==> src/rtl/uart_define_pkg.sv <==
// Shared UART receiver definitions: FSM encodings, oversampling constants
// and small bit-level helpers used by the receiver and its sampler.
package uart_define;

    typedef enum logic [2:0] {
        ST_IDLE   = 3'd0,
        ST_START  = 3'd1,
        ST_DATA   = 3'd2,
        ST_PARITY = 3'd3,
        ST_STOP   = 3'd4
    } state_e;

    localparam int OVERSAMPLE = 32'sd16;
    localparam int FRAME_BITS = 32'sd11;
    // start + parity + stop surround the data bits
    localparam int DATA_BITS  = FRAME_BITS - 32'sd3;

    localparam logic [3:0] SMP_FIRST = 4'd7;
    localparam logic [3:0] SMP_MID   = 4'd8;
    localparam logic [3:0] SMP_LAST  = 4'd9;

    function automatic logic maj3(input logic a, input logic b, input logic c);
        return (a & b) | (a & c) | (b & c);
    endfunction

    function automatic logic parity_fail(input logic [7:0] data, input logic par);
        return ^{data, par};
    endfunction

endpackage

==> src/rtl/uart_rx_sampler.sv <==
// Front end of the receiver: RXD synchronizer, oversample tick divider and
// the 2-of-3 majority voter over the mid-bit samples.
module uart_rx_sampler
    import uart_define::*;
#(
    parameter int SAMPLE_DIV = 32'sd4
) (
    input  logic       mclk,
    input  logic       rst_n,
    input  logic       rx_en_i,
    input  logic       rxd_i,
    input  logic       clr_div_i,
    input  logic [3:0] cnt_i,
    output logic       fall_o,
    output logic       tick_o,
    output logic       vote_o
);

    localparam int DIV_W = (SAMPLE_DIV > 32'sd1) ? $clog2(SAMPLE_DIV) : 32'sd1;
    localparam logic [DIV_W-1:0] DIV_MAX = DIV_W'(SAMPLE_DIV - 32'sd1);

    logic             meta_q, sync_q, prev_q;
    logic [DIV_W-1:0] div_q, div_d;
    logic             s_first_q, s_mid_q;
    logic             s_first_d, s_mid_d;

    // Divider and sample-capture next state
    always_comb begin
        div_d     = div_q;
        s_first_d = s_first_q;
        s_mid_d   = s_mid_q;
        if (!rx_en_i || clr_div_i) begin
            div_d = '0;
        end else if (div_q == DIV_MAX) begin
            div_d = '0;
        end else begin
            div_d = div_q + DIV_W'(1'b1);
        end
        if (tick_o && (cnt_i == SMP_FIRST)) begin
            s_first_d = sync_q;
        end else if (tick_o && (cnt_i == SMP_MID)) begin
            s_mid_d = sync_q;
        end else begin
            s_first_d = s_first_q;
        end
    end

    // Synchronizer, edge history, divider and sample registers
    always_ff @(posedge mclk or negedge rst_n) begin
        if (!rst_n) begin
            meta_q    <= 1'b1;
            sync_q    <= 1'b1;
            prev_q    <= 1'b1;
            div_q     <= '0;
            s_first_q <= 1'b1;
            s_mid_q   <= 1'b1;
        end else begin
            meta_q    <= rxd_i;
            sync_q    <= meta_q;
            prev_q    <= sync_q;
            div_q     <= div_d;
            s_first_q <= s_first_d;
            s_mid_q   <= s_mid_d;
        end
    end

    assign fall_o = prev_q & ~sync_q;
    assign tick_o = (div_q == DIV_MAX);
    // third vote is the live sample at the decision tick
    assign vote_o = maj3(s_first_q, s_mid_q, sync_q);

endmodule

==> src/rtl/uart_rx.sv <==
// UART receiver: 8 data bits, even parity, one stop bit, 16x oversampling,
// with a single-entry holding register and valid/ready handshake.
module uart_rx
    import uart_define::*;
#(
    parameter int SAMPLE_DIV = 32'sd4,
    parameter int OVERSAMPLE = uart_define::OVERSAMPLE
) (
    input  logic       mclk,
    input  logic       rst_n,
    input  logic       rx_en,
    input  logic       RXD,
    input  logic       rx_ready,
    output logic [7:0] rxd_out,
    output logic       rx_valid,
    output logic       parity_err,
    output logic       frame_err,
    output logic       overrun
);

    localparam logic [3:0] LAST_CNT = 4'(OVERSAMPLE - 32'sd1);
    localparam logic [2:0] LAST_BIT = 3'(DATA_BITS - 32'sd1);

    state_e     state_q, state_d;
    logic [3:0] cnt_q, cnt_d;
    logic [2:0] bit_idx_q, bit_idx_d;
    logic [7:0] shift_q, shift_d;
    logic       par_bit_q, par_bit_d;
    logic [7:0] data_q, data_d;
    logic       perr_q, perr_d, ferr_q, ferr_d;
    logic       valid_q, valid_d, ovr_q, ovr_d;

    logic fall_s, tick_s, vote_s;
    logic sample_pt_s, bit_end_s;
    logic start_det_s, shift_en_s, par_en_s, frame_done_s;

    uart_rx_sampler #(
        .SAMPLE_DIV (SAMPLE_DIV)
    ) u_sampler (
        .mclk      (mclk),
        .rst_n     (rst_n),
        .rx_en_i   (rx_en),
        .rxd_i     (RXD),
        .clr_div_i (start_det_s),
        .cnt_i     (cnt_q),
        .fall_o    (fall_s),
        .tick_o    (tick_s),
        .vote_o    (vote_s)
    );

    // FSM state register
    always_ff @(posedge mclk or negedge rst_n) begin
        if (!rst_n) begin
            state_q <= ST_IDLE;
        end else begin
            state_q <= state_d;
        end
    end

    // FSM next state; STOP leaves at the decision tick so a new start is seen early
    always_comb begin
        state_d = state_q;
        if (!rx_en) begin
            state_d = ST_IDLE;
        end else begin
            case (state_q)
                ST_IDLE: begin
                    if (fall_s) state_d = ST_START;
                    else        state_d = ST_IDLE;
                end
                ST_START: begin
                    if (sample_pt_s && vote_s) state_d = ST_IDLE;
                    else if (bit_end_s)        state_d = ST_DATA;
                    else                       state_d = ST_START;
                end
                ST_DATA: begin
                    if (bit_end_s && (bit_idx_q == LAST_BIT)) state_d = ST_PARITY;
                    else                                      state_d = ST_DATA;
                end
                ST_PARITY: begin
                    if (bit_end_s) state_d = ST_STOP;
                    else           state_d = ST_PARITY;
                end
                ST_STOP: begin
                    if (sample_pt_s) state_d = ST_IDLE;
                    else             state_d = ST_STOP;
                end
                default: state_d = ST_IDLE;
            endcase
        end
    end

    // FSM output strobes
    always_comb begin
        start_det_s  = 1'b0;
        shift_en_s   = 1'b0;
        par_en_s     = 1'b0;
        frame_done_s = 1'b0;
        sample_pt_s  = tick_s && (cnt_q == SMP_LAST);
        bit_end_s    = tick_s && (cnt_q == LAST_CNT);
        if (rx_en) begin
            case (state_q)
                ST_IDLE:   start_det_s  = fall_s;
                ST_DATA:   shift_en_s   = sample_pt_s;
                ST_PARITY: par_en_s     = sample_pt_s;
                ST_STOP:   frame_done_s = sample_pt_s;
                default:   start_det_s  = 1'b0;
            endcase
        end else begin
            start_det_s = 1'b0;
        end
    end

    // Datapath and holding-register next state
    always_comb begin
        cnt_d     = cnt_q;
        bit_idx_d = bit_idx_q;
        shift_d   = shift_q;
        par_bit_d = par_bit_q;
        data_d    = data_q;
        perr_d    = perr_q;
        ferr_d    = ferr_q;
        valid_d   = valid_q;
        ovr_d     = frame_done_s && valid_q && !rx_ready;

        if (!rx_en || (state_q == ST_IDLE)) cnt_d = 4'd0;
        else if (tick_s)                    cnt_d = cnt_q + 4'd1;
        else                                cnt_d = cnt_q;

        if (state_q != ST_DATA) bit_idx_d = 3'd0;
        else if (bit_end_s)     bit_idx_d = bit_idx_q + 3'd1;
        else                    bit_idx_d = bit_idx_q;

        if (shift_en_s) shift_d = {vote_s, shift_q[7:1]};
        else            shift_d = shift_q;

        if (par_en_s) par_bit_d = vote_s;
        else          par_bit_d = par_bit_q;

        // a completing frame may load in the same cycle the old byte is taken
        if (frame_done_s && (!valid_q || rx_ready)) begin
            data_d  = shift_q;
            perr_d  = parity_fail(shift_q, par_bit_q);
            ferr_d  = ~vote_s;
            valid_d = 1'b1;
        end else if (valid_q && rx_ready) begin
            valid_d = 1'b0;
        end else begin
            valid_d = valid_q;
        end
    end

    // Datapath and holding registers
    always_ff @(posedge mclk or negedge rst_n) begin
        if (!rst_n) begin
            cnt_q     <= 4'd0;
            bit_idx_q <= 3'd0;
            shift_q   <= 8'h00;
            par_bit_q <= 1'b0;
            data_q    <= 8'h00;
            perr_q    <= 1'b0;
            ferr_q    <= 1'b0;
            valid_q   <= 1'b0;
            ovr_q     <= 1'b0;
        end else begin
            cnt_q     <= cnt_d;
            bit_idx_q <= bit_idx_d;
            shift_q   <= shift_d;
            par_bit_q <= par_bit_d;
            data_q    <= data_d;
            perr_q    <= perr_d;
            ferr_q    <= ferr_d;
            valid_q   <= valid_d;
            ovr_q     <= ovr_d;
        end
    end

    assign rxd_out    = data_q;
    assign rx_valid   = valid_q;
    assign parity_err = perr_q;
    assign frame_err  = ferr_q;
    assign overrun    = ovr_q;

endmodule

==> config.mk <==
export PLATFORM = sky130hd
export DESIGN_NAME = uart_rx
export DESIGN_NICKNAME = d
export VERILOG_FILES = /design/src/rtl/uart_define_pkg.sv /design/src/rtl/uart_rx_sampler.sv /design/src/rtl/uart_rx.sv
export SDC_FILE = /design/constraint.sdc
export NUM_CORES = 1
export LEC_CHECK = 0
export CORE_UTILIZATION = 40
export CTS_CLUSTER_SIZE = 20
export DETAILED_ROUTE_END_ITERATION = 8
export PLACE_DENSITY = 0.7
export SYNTH_ARGS = -nofsm -noshare
export SYNTH_HDL_FRONTEND = slang
export SYNTH_SLANG_ARGS = --single-unit
==> constraint.sdc <==
create_clock -name mclk -period 2.45 [get_ports mclk]
set_clock_uncertainty 0.05 [all_clocks]
set_input_delay 0.6125 -clock mclk [delete_from_list [all_inputs] [get_ports mclk]]
set_output_delay 0.6125 -clock mclk [all_outputs]
set_load 0.1 [all_outputs]
### After elaboration in Yosys (flattened, before gate mapping)

Index checks and enable logic that the tools add are counted.

| word-level totals | value |
|---|---|
| output and inout bits | 12 |
| register bits after elaboration | 38 |
| input bits | 5 |
| word-level logic and storage cells | 85 |

| operators by class | value |
|---|---|
| bitwise gates (word level) | 9 |
| eq/ne operators | 11 |
| $add $sub $neg | 3 |
| muxes and demuxes | 24 |
| reductions and logical operators | 22 |

Operators with widths:

| operator | number |
|---|---|
| $mux 3 | 5 |
| $pmux 3 s5 | 1 |
| $eq 4x4->1 const B | 3 |
| $mux 1 | 12 |
| $logic_and 1x1->1 | 10 |
| $reduce_xor 9->1 | 1 |
| $mux 2 | 4 |
| $mux 4 | 2 |
| $eq 3x2->1 const B | 2 |
| $eq 3x3->1 const B | 2 |
| $reduce_bool 2->1 | 3 |
| $add 4x1->4 const B | 1 |
| $and 1x1->1 | 4 |
| $eq 4x3->1 const B | 1 |
| $add 3x1->3 const B | 1 |
| $eq 3x1->1 const B | 1 |
| $logic_not 1->1 | 3 |
| $logic_not 3->1 | 1 |
| $logic_or 1x1->1 | 3 |
| $ne 3x2->1 const B | 1 |
| $not 1->1 | 3 |
| $add 2x1->2 const B | 1 |
| $eq 2x2->1 const B | 1 |
| $or 1x1->1 | 2 |
| $reduce_and 2->1 | 1 |

### Longest topological paths before layout

| depth | value |
|---|---|
| word-level depth | 7 |
| gate-level depth with buffers | 7 |
| gate-level depth less buffers | 6 |

### Cells and area by module

A second synthesis with hierarchy kept.

| second synthesis, totals | value |
|---|---|
| cells, all modules | 138 |
| area, all modules | 1,775.5 µm² |

By module, submodules not included:

| module | times used | cells each | seq. area each (µm²) | area an instance (µm²) |
|---|---|---|---|---|
| uart_rx | 1 | 120 | 775.7 | 1,490.2 |
| uart_rx_sampler | 1 | 18 | 181.4 | 285.3 |

### Worst setup path after synthesis

No wires, ideal clock.

| path | value |
|---|---|
| kind | register to register |
| start point | register u_sampler.div_q[0] |
| end point | register perr_q, in the netlist parity_err |
| required time | 2.275 ns |
| arrival | 1.892 ns |
| clock period less this slack | 2.068 ns |
| path buffers | 2 |
| library setup time | 0.125 ns |
| stages on the path, launching flop included | 8 |
| setup slack | 0.382 ns |
| cells stage by stage | dfrtp_1 ha_1 buf_2 nand2_1 or4_4 nor2b_2 buf_6 mux2_2 |

| on the way | value |
|---|---|
| word-level cells in the longest chain between the ends | 5 |

RTL lines:

| item | RTL line | RTL |
|---|---|---|
| from (decl) | uart_rx_sampler.sv:23 | `logic [DIV_W-1:0] div_q, div_d;` |
| from (signal assigned) | uart_rx_sampler.sv:61 | `div_q <= div_d;` |
| $eq 2x2->1 | uart_rx_sampler.sv:68 | `assign tick_o = (div_q == DIV_MAX);` |
| $logic_and 1x1->1 | uart_rx.sv:99 | `sample_pt_s = tick_s && (cnt_q == SMP_LAST);` |
| $mux 1 | uart_rx.sv:102 | `case (state_q)` |
| $mux 1 | uart_rx.sv:101 | `if (rx_en) begin` |
| $logic_and 1x1->1 | uart_rx.sv:141 | `if (frame_done_s && (!valid_q \|\| rx_ready)) begin` |
| to (signal assigned) | uart_rx.sv:171 | `perr_q <= perr_d;` |
| to (decl) | uart_rx.sv:30 | `logic perr_q, perr_d, ferr_q, ferr_d;` |

No other way between the ends.
A chain may end at the register's enable or synchronous reset.

### Worst setup path after layout

| path | value |
|---|---|
| start point | input port rx_en |
| end point | register data_q[0], in the netlist rxd_out[0] |

| on the way | value |
|---|---|
| word-level cells in the longest chain between the ends | 2 |

RTL lines:

| item | RTL line | RTL |
|---|---|---|
| from (decl) | uart_rx.sv:11 | `input logic rx_en,` |
| $mux 1 | uart_rx.sv:101 |  |
| $logic_and 1x1->1 | uart_rx.sv:141 |  |
| to (signal assigned) | uart_rx.sv:170 | `data_q <= data_d;` |
| to (decl) | uart_rx.sv:29 | `logic [7:0] data_q, data_d;` |

No other way between the ends.

==> flow_metrics.tcl <==
set metrics [dict create \
    synth_compound_area_frac 0.0217 \
    wirelength_um 2940 \
    drt_iter0_drc 50 \
    synthAdderAreaFrac 0.0493 \
    synth_top_area_cell "dfrtp_1" \
    hold_ws_ns 0.308 \
    grtUsageTotal 0.160 \
    crit_type "in2reg" \
    reg2reg_to "rxd_out[0]" \
    diodes 0 \
    power_switching_mw 0.243 \
    synth.mux.area_fraction 0.142 \
    clk_path_buf_depth 2 \
    r2r_start "state_q[0]" \
    numCtsBuffers 5 \
    worstSkewPairLatency_ns 0.29 \
    regArea_um2 957 \
    cts_sinks 38 \
    syn_nets 148 \
    synth_edf_count 0 \
    p_leak_nw 1.00 \
    fp.coreArea_mm2 0.00409 \
    p_int_mw 1.09 \
    nets 175 \
    rr_worst_depth 5 \
    die_w_um 67.7 \
    worstMarginPinSlew_ns 0.482 \
    crit_arrival_ns 2.32 \
    synth_cell_types 34 \
    die_area_mm2 0.00458 \
    ant_nets 0 \
    synth.cell_area_mm2 0.00173 \
    drv_slew 0 \
    slew_headroom 0.679 \
    ctsHoldBuffers 0 \
    start_util 0.423 \
    dpl.hpwl_um 2080 \
    grt_overflow_total 0 \
    fin_area_mm2 0.00211 \
    total_power_mw 1.33 \
    synth_commonest_cells "dfrtp_1 (33), mux2_2 (20), nand2_1 (12)" \
    hold_viol 0 \
    syn_inst 137 \
    synth-main-ff-cell "dfrtp_1" \
    cts_root_buf "clkbuf_8" \
    die_h_um 67.7 \
    outcome "finished clean" \
    max_freq_mhz 456 \
    cp.required_ns 2.58 \
    port-buffer-count 16 \
    power_frac_seq 0.482 \
    htree_num_levels 2 \
    finalCritPeriodShare 0.894 \
    cts_resized 0 \
    remaining_drc_errors 0 \
    ys_ff_latch 38 \
    io_pins 17 \
    worstHoldEndpoint "u_sampler.sync_q" \
    clk_pin_slew_ns 0.08 \
    first_pass_iters 4 \
    drv_cap 0 \
    synth_top_family_by_area "multiplexers" \
    rrSetupSlack_ns 0.32 \
    hold_depth 0 \
    fillers 360 \
    fin_crit_ns 2.19 \
    yosysSeqAreaShare 0.554 \
    syn2layout_area_growth_pct 22.2 \
    rsz0062_at_grt "false" \
    clockPowerShare 0.489 \
    post_cts_buffers 0 \
    synth.avg_cell_area_um2 12.6 \
    grt_pass1_wl_um 5150 \
    grt_pass1_vias 1109 \
    synthSimpleGateAreaFrac 0.141 \
    multiInputGateArea_um2 731 \
    yosysMostFrequentCell "dfrtp_1" \
    yosysWarnings 0 \
    grt_antenna_before_repair 0 \
    grt_max_degree 39 \
    netSwitchingFraction 0.183 \
    crit_path_end_kind "register" \
    vdd_drop_max_mv 0.433 \
    std_cell_rows 23 \
    synthXorXnorAreaFrac 0.0688 \
    min_from "u_sampler.meta_q" \
    p_per_area_mw_per_mm2 630 \
    num_vias 1079 \
    netlist.area_leader.share 0.478 \
    cts_tree "done" \
    path_max_fanout 10 \
    drive_gt1_frac 0.339 \
    routed_wire_length_per_instance_um 13.7 \
    start_kind "input port" \
    place_congestion 0.896 \
    vias_per_cell 5.02 \
    comb_power_share 0.029 \
    synthTopCellsByArea "dfrtp_1 (48%), mux2_2 (13%), dfstp_2 (7.6%), ha_1 (4.3%), xnor2_1 (3.6%)" \
    hold_class "reg2reg" \
    synthArstFlopShare 1.00 \
    place_area_mm2 0.00197 \
    setup_viol 0 \
]
layer usage:
layer  routed length, um  track usage
met1                1250        0.190
met2                1490        0.256
met3                 162       0.0659
met4                  46       0.0638
met5                   0            0
worst max-delay path, stage by stage:
cell and delay, ns:
clkdlybuf4s50_1 0.48, nand2_1 0.08, or4_4 0.49, nor2b_2 0.17, buf_12 0.15, mux2_2 0.34
metrics by stage:
stage	setup WS, ns	TNS (ns)	std cells	utilization
6_report	0.259	0	215	0.517
3_5_place_dp	-0.0437	-0.264	207	0.482
5_1_grt	0.223	0	215	0.517
4_1_cts	0.262	0	215	0.517
2_1_floorplan	0.382	0	137	-
3_3_place_gp	-0.0158	-0.138	207	0.482
power groups by stage:
stage | sequential [mW] | combinational [mW] | clock (mW)
after global routing | 0.642 | 0.0452 | 0.706
final | 0.641 | 0.0385 | 0.650
after global placement | 0.652 | 0.0382 | 0
after detailed placement | 0.653 | 0.0395 | 0
after floorplan | 0.652 | 0.0141 | 0
after CTS | 0.641 | 0.0396 | 0.666
cells in the final DEF, fill, tap and decap left out, types with 5 or more instances in the layout:
master / count
ha_1: 6
mux2_2: 20
dfrtp_1: 33
xnor2_1: 7
buf_4: 19
clkbuf_8: 6
nand2_1: 12
nor2_1: 9
dfstp_2: 5
final cells by class:
type                    instances  share of cell area
repair buffers                 24              0.0960
clock buffers                   6              0.0391
well taps                      50              0.0296
multi-input cells              91               0.346
clock inverters                 2              0.0285
flip-flops and latches         38               0.453
inverters                       4             0.00711
how the worst max path moves through the flow:
stage                      end  slack (ns)  cells after the start               start
floorplan           parity_err        0.38                      7  u_sampler.div_q[0]
detailed placement  rxd_out[0]       -0.04                      6               rx_en
CTS                 rxd_out[0]        0.26                      6               rx_en
global placement    rxd_out[7]       -0.02                      6               rx_en
finish              rxd_out[0]        0.26                      6               rx_en
global route        rxd_out[0]        0.22                      6               rx_en
registers in the layout, summed over array words and instances, names as in the netlist, 2 cells and up:
name	flops
rxd_out	8
cnt_q	4
state_q	3
u_sampler.div_q	2
shift_q	8
bit_idx_q	3
kinds of logic (layout without fill, tap and decap cells):
group	Yosys count	count (layout)
simple gates	44	44
flops	38	38
mux	22	22
xor+xnor	12	12
buf+inv	8	36
fa+ha+maj	7	7
compound gates	6	6
No activity file was read; power rests on OpenSTA's default activity.
==> variant, RTL diff (config.mk and constraints unchanged) <==
`SAMPLE_DIV` is set to 32'sd4 in 2 places; all go to 32'sd2.
--- a/src/rtl/uart_rx_sampler.sv
+++ b/src/rtl/uart_rx_sampler.sv
@@ -3,7 +3,7 @@
 module uart_rx_sampler
     import uart_define::*;
 #(
-    parameter int SAMPLE_DIV = 32'sd4
+    parameter int SAMPLE_DIV = 32'sd2
 ) (
     input  logic       mclk,
     input  logic       rst_n,
--- a/src/rtl/uart_rx.sv
+++ b/src/rtl/uart_rx.sv
@@ -3,7 +3,7 @@
 module uart_rx
     import uart_define::*;
 #(
-    parameter int SAMPLE_DIV = 32'sd4,
+    parameter int SAMPLE_DIV = 32'sd2,
     parameter int OVERSAMPLE = uart_define::OVERSAMPLE
 ) (
     input  logic       mclk,
Formal check against the unedited RTL: same outputs for any inputs over 10 cycles, from zero or initial values and one cycle with rst_n low; that may be too few to reach the edited logic, so the function may still have changed.
==> variant against the original RTL <==
- synthesized area grew 0.80%
- worst setup slack improved by 0.39 ns
- synthesized cell count shrank 3.6%
- routed wire length fell by 1.8%
- sequential cell count decreased by 1
- die area increased by 0.77%
- utilization decreased by 3.2 points
- final area is 6.3% lower
- power is 19% lower
- critical path type unchanged
- critical endpoint is now par_bit_q$_DFFE_PN0P_
- largest cell class unchanged
==> variant: results (changes against the original RTL) <==
----------------------------------------------------
[GRT]
  Global routing usage on met3 ... 3.00% (was 6.59%)
  Pin count of the biggest net entering global routing ... 38 (was 39)
  Met2 layer usage reported by global route ... 22.7% (was 25.6%)
  Via count of the first global-routing pass ... 998 (was 1,109)

[Synth]
  Commonest cells in the synthesized netlist ... dfrtp_1 (32), nand2_1 (13), mux2_2 (11) (was dfrtp_1 (33), mux2_2 (20), nand2_1 (12))
  Net count of the mapped netlist ... 142 (was 148)
  Leading post-synthesis cells by cell area ... dfrtp_1 (46%), dfstp_2 (7.5%), mux2_2 (7.1%) (was dfrtp_1 (48%), mux2_2 (13%), dfstp_2 (7.6%))
  Number of instances in the synthesized netlist ... 132 (was 137)
  Synth unique cells ... 36 (was 34)
  Portion of the post-synthesis area used by sequential elements ... 53.6% (was 55.4%)

[Route]
  Total wirelength of the detailed-routed design ... 2890 um (was 2940 um)
  Met1 routed wirelength after detailed routing ... 1260 um (was 1250 um)
  Routed met3 length ... 110 um (was 162 um)
  Violation count after the first detailed-routing iteration ... 49 (was 50)
  Routed length on met2 ... 1440 um (was 1490 um)

[Layout]
  Number of non-filler instances in the completed layout ... 201 (was 215)
  Share of layout cells above drive strength 1 ... 32.5% (was 33.9%)
  Filler cells ... 368 (was 360)

[Power and ir drop]
  Peak supply drop ... 0.261 mV (was 0.433 mV)

[Timing]
  Worst hold margin ... 0.307 ns (was 0.308 ns)

[Worst setup path]
  Reg2Reg Capture Point ... rxd_out[3]$_DFFE_PN0P_ (was rxd_out[0]$_DFFE_PN0P_)
  Reg-to-reg startpoint ... cnt_q[1]$_DFFE_PN0P_ (was state_q[0]$_DFF_PN0_)
  Critical path's slowest cell ... clkdlybuf4s50_1 (was or4_4)
  Worst-path fanout max ... 7 (was 10)

[Status]
  Result of the run ... complete, no violations (unchanged)

[Placement]
  Detailed placement HPWL ... 2070 um (was 2080 um)
  Placed Cells incl. Taps ... 194 (was 207)

----------------------------------------------------
==> variant: changes by cell type in the layout (fill, tap and decap cells not counted), sizes merged, moves of 3 or more <==
cell	unedited run	this run
buf	20	13
nand2b	4	1
nor2	9	6
nor3b	2	5
==> variant: cell type report <==
type | count | area (um2) | share of cell area [%]
Inverter | 3 | 11.3 | 0.569
Sequential cell | 37 | 932 | 47.1
Clock buffer | 7 | 86.3 | 4.36
Tap cell | 50 | 62.6 | 3.16
Timing Repair Buffer | 17 | 138 | 6.96
Multi-Input combinational cell | 87 | 748 | 37.8
==> variant: per-stage QoR <==
stage / worst slack, ns / util, %
final: 0.647 / 48.4
after global routing: 0.601 / 48.4
after CTS: 0.637 / 48.4
after detailed placement: 0.338 / 46.3
after global placement: 0.349 / 46.3
after floorplan: 0.513 / -
==> variant: power by group <==
| part | switching, W | internal [W] |
|---|---|---|
| clock network | 0.000198 | 0.000223 |
| registers | 0.00000858 | 0.000618 |
| logic | 0.0000183 | 0.0000131 |
| total | 0.000224 | 0.000854 |
==> variant: kinds of logic after synthesis <==
logic type	synth area share, %
AOI/OAI and AO/OA	2.95
xor gates and xnor gates	6.83
buffers and inverters	3.45
adders and majority gates	4.17
DFF	53.6
and+or+nand+nor	14.7
muxes	14.4
==> variant: how the worst max path moves through the flow <==
stage	start	cells past startpoint	endpoint	slack, ns
after floorplan	rx_valid$_DFFE_PN0P_	4	rxd_out[2]$_DFFE_PN0P_	0.51
after global placement	rx_en	4	par_bit_q$_DFFE_PN0P_	0.35
after detailed placement	rx_en	4	par_bit_q$_DFFE_PN0P_	0.34
after CTS	rx_en	4	par_bit_q$_DFFE_PN0P_	0.64
after global routing	rx_en	4	par_bit_q$_DFFE_PN0P_	0.60
final	rx_en	4	par_bit_q$_DFFE_PN0P_	0.65
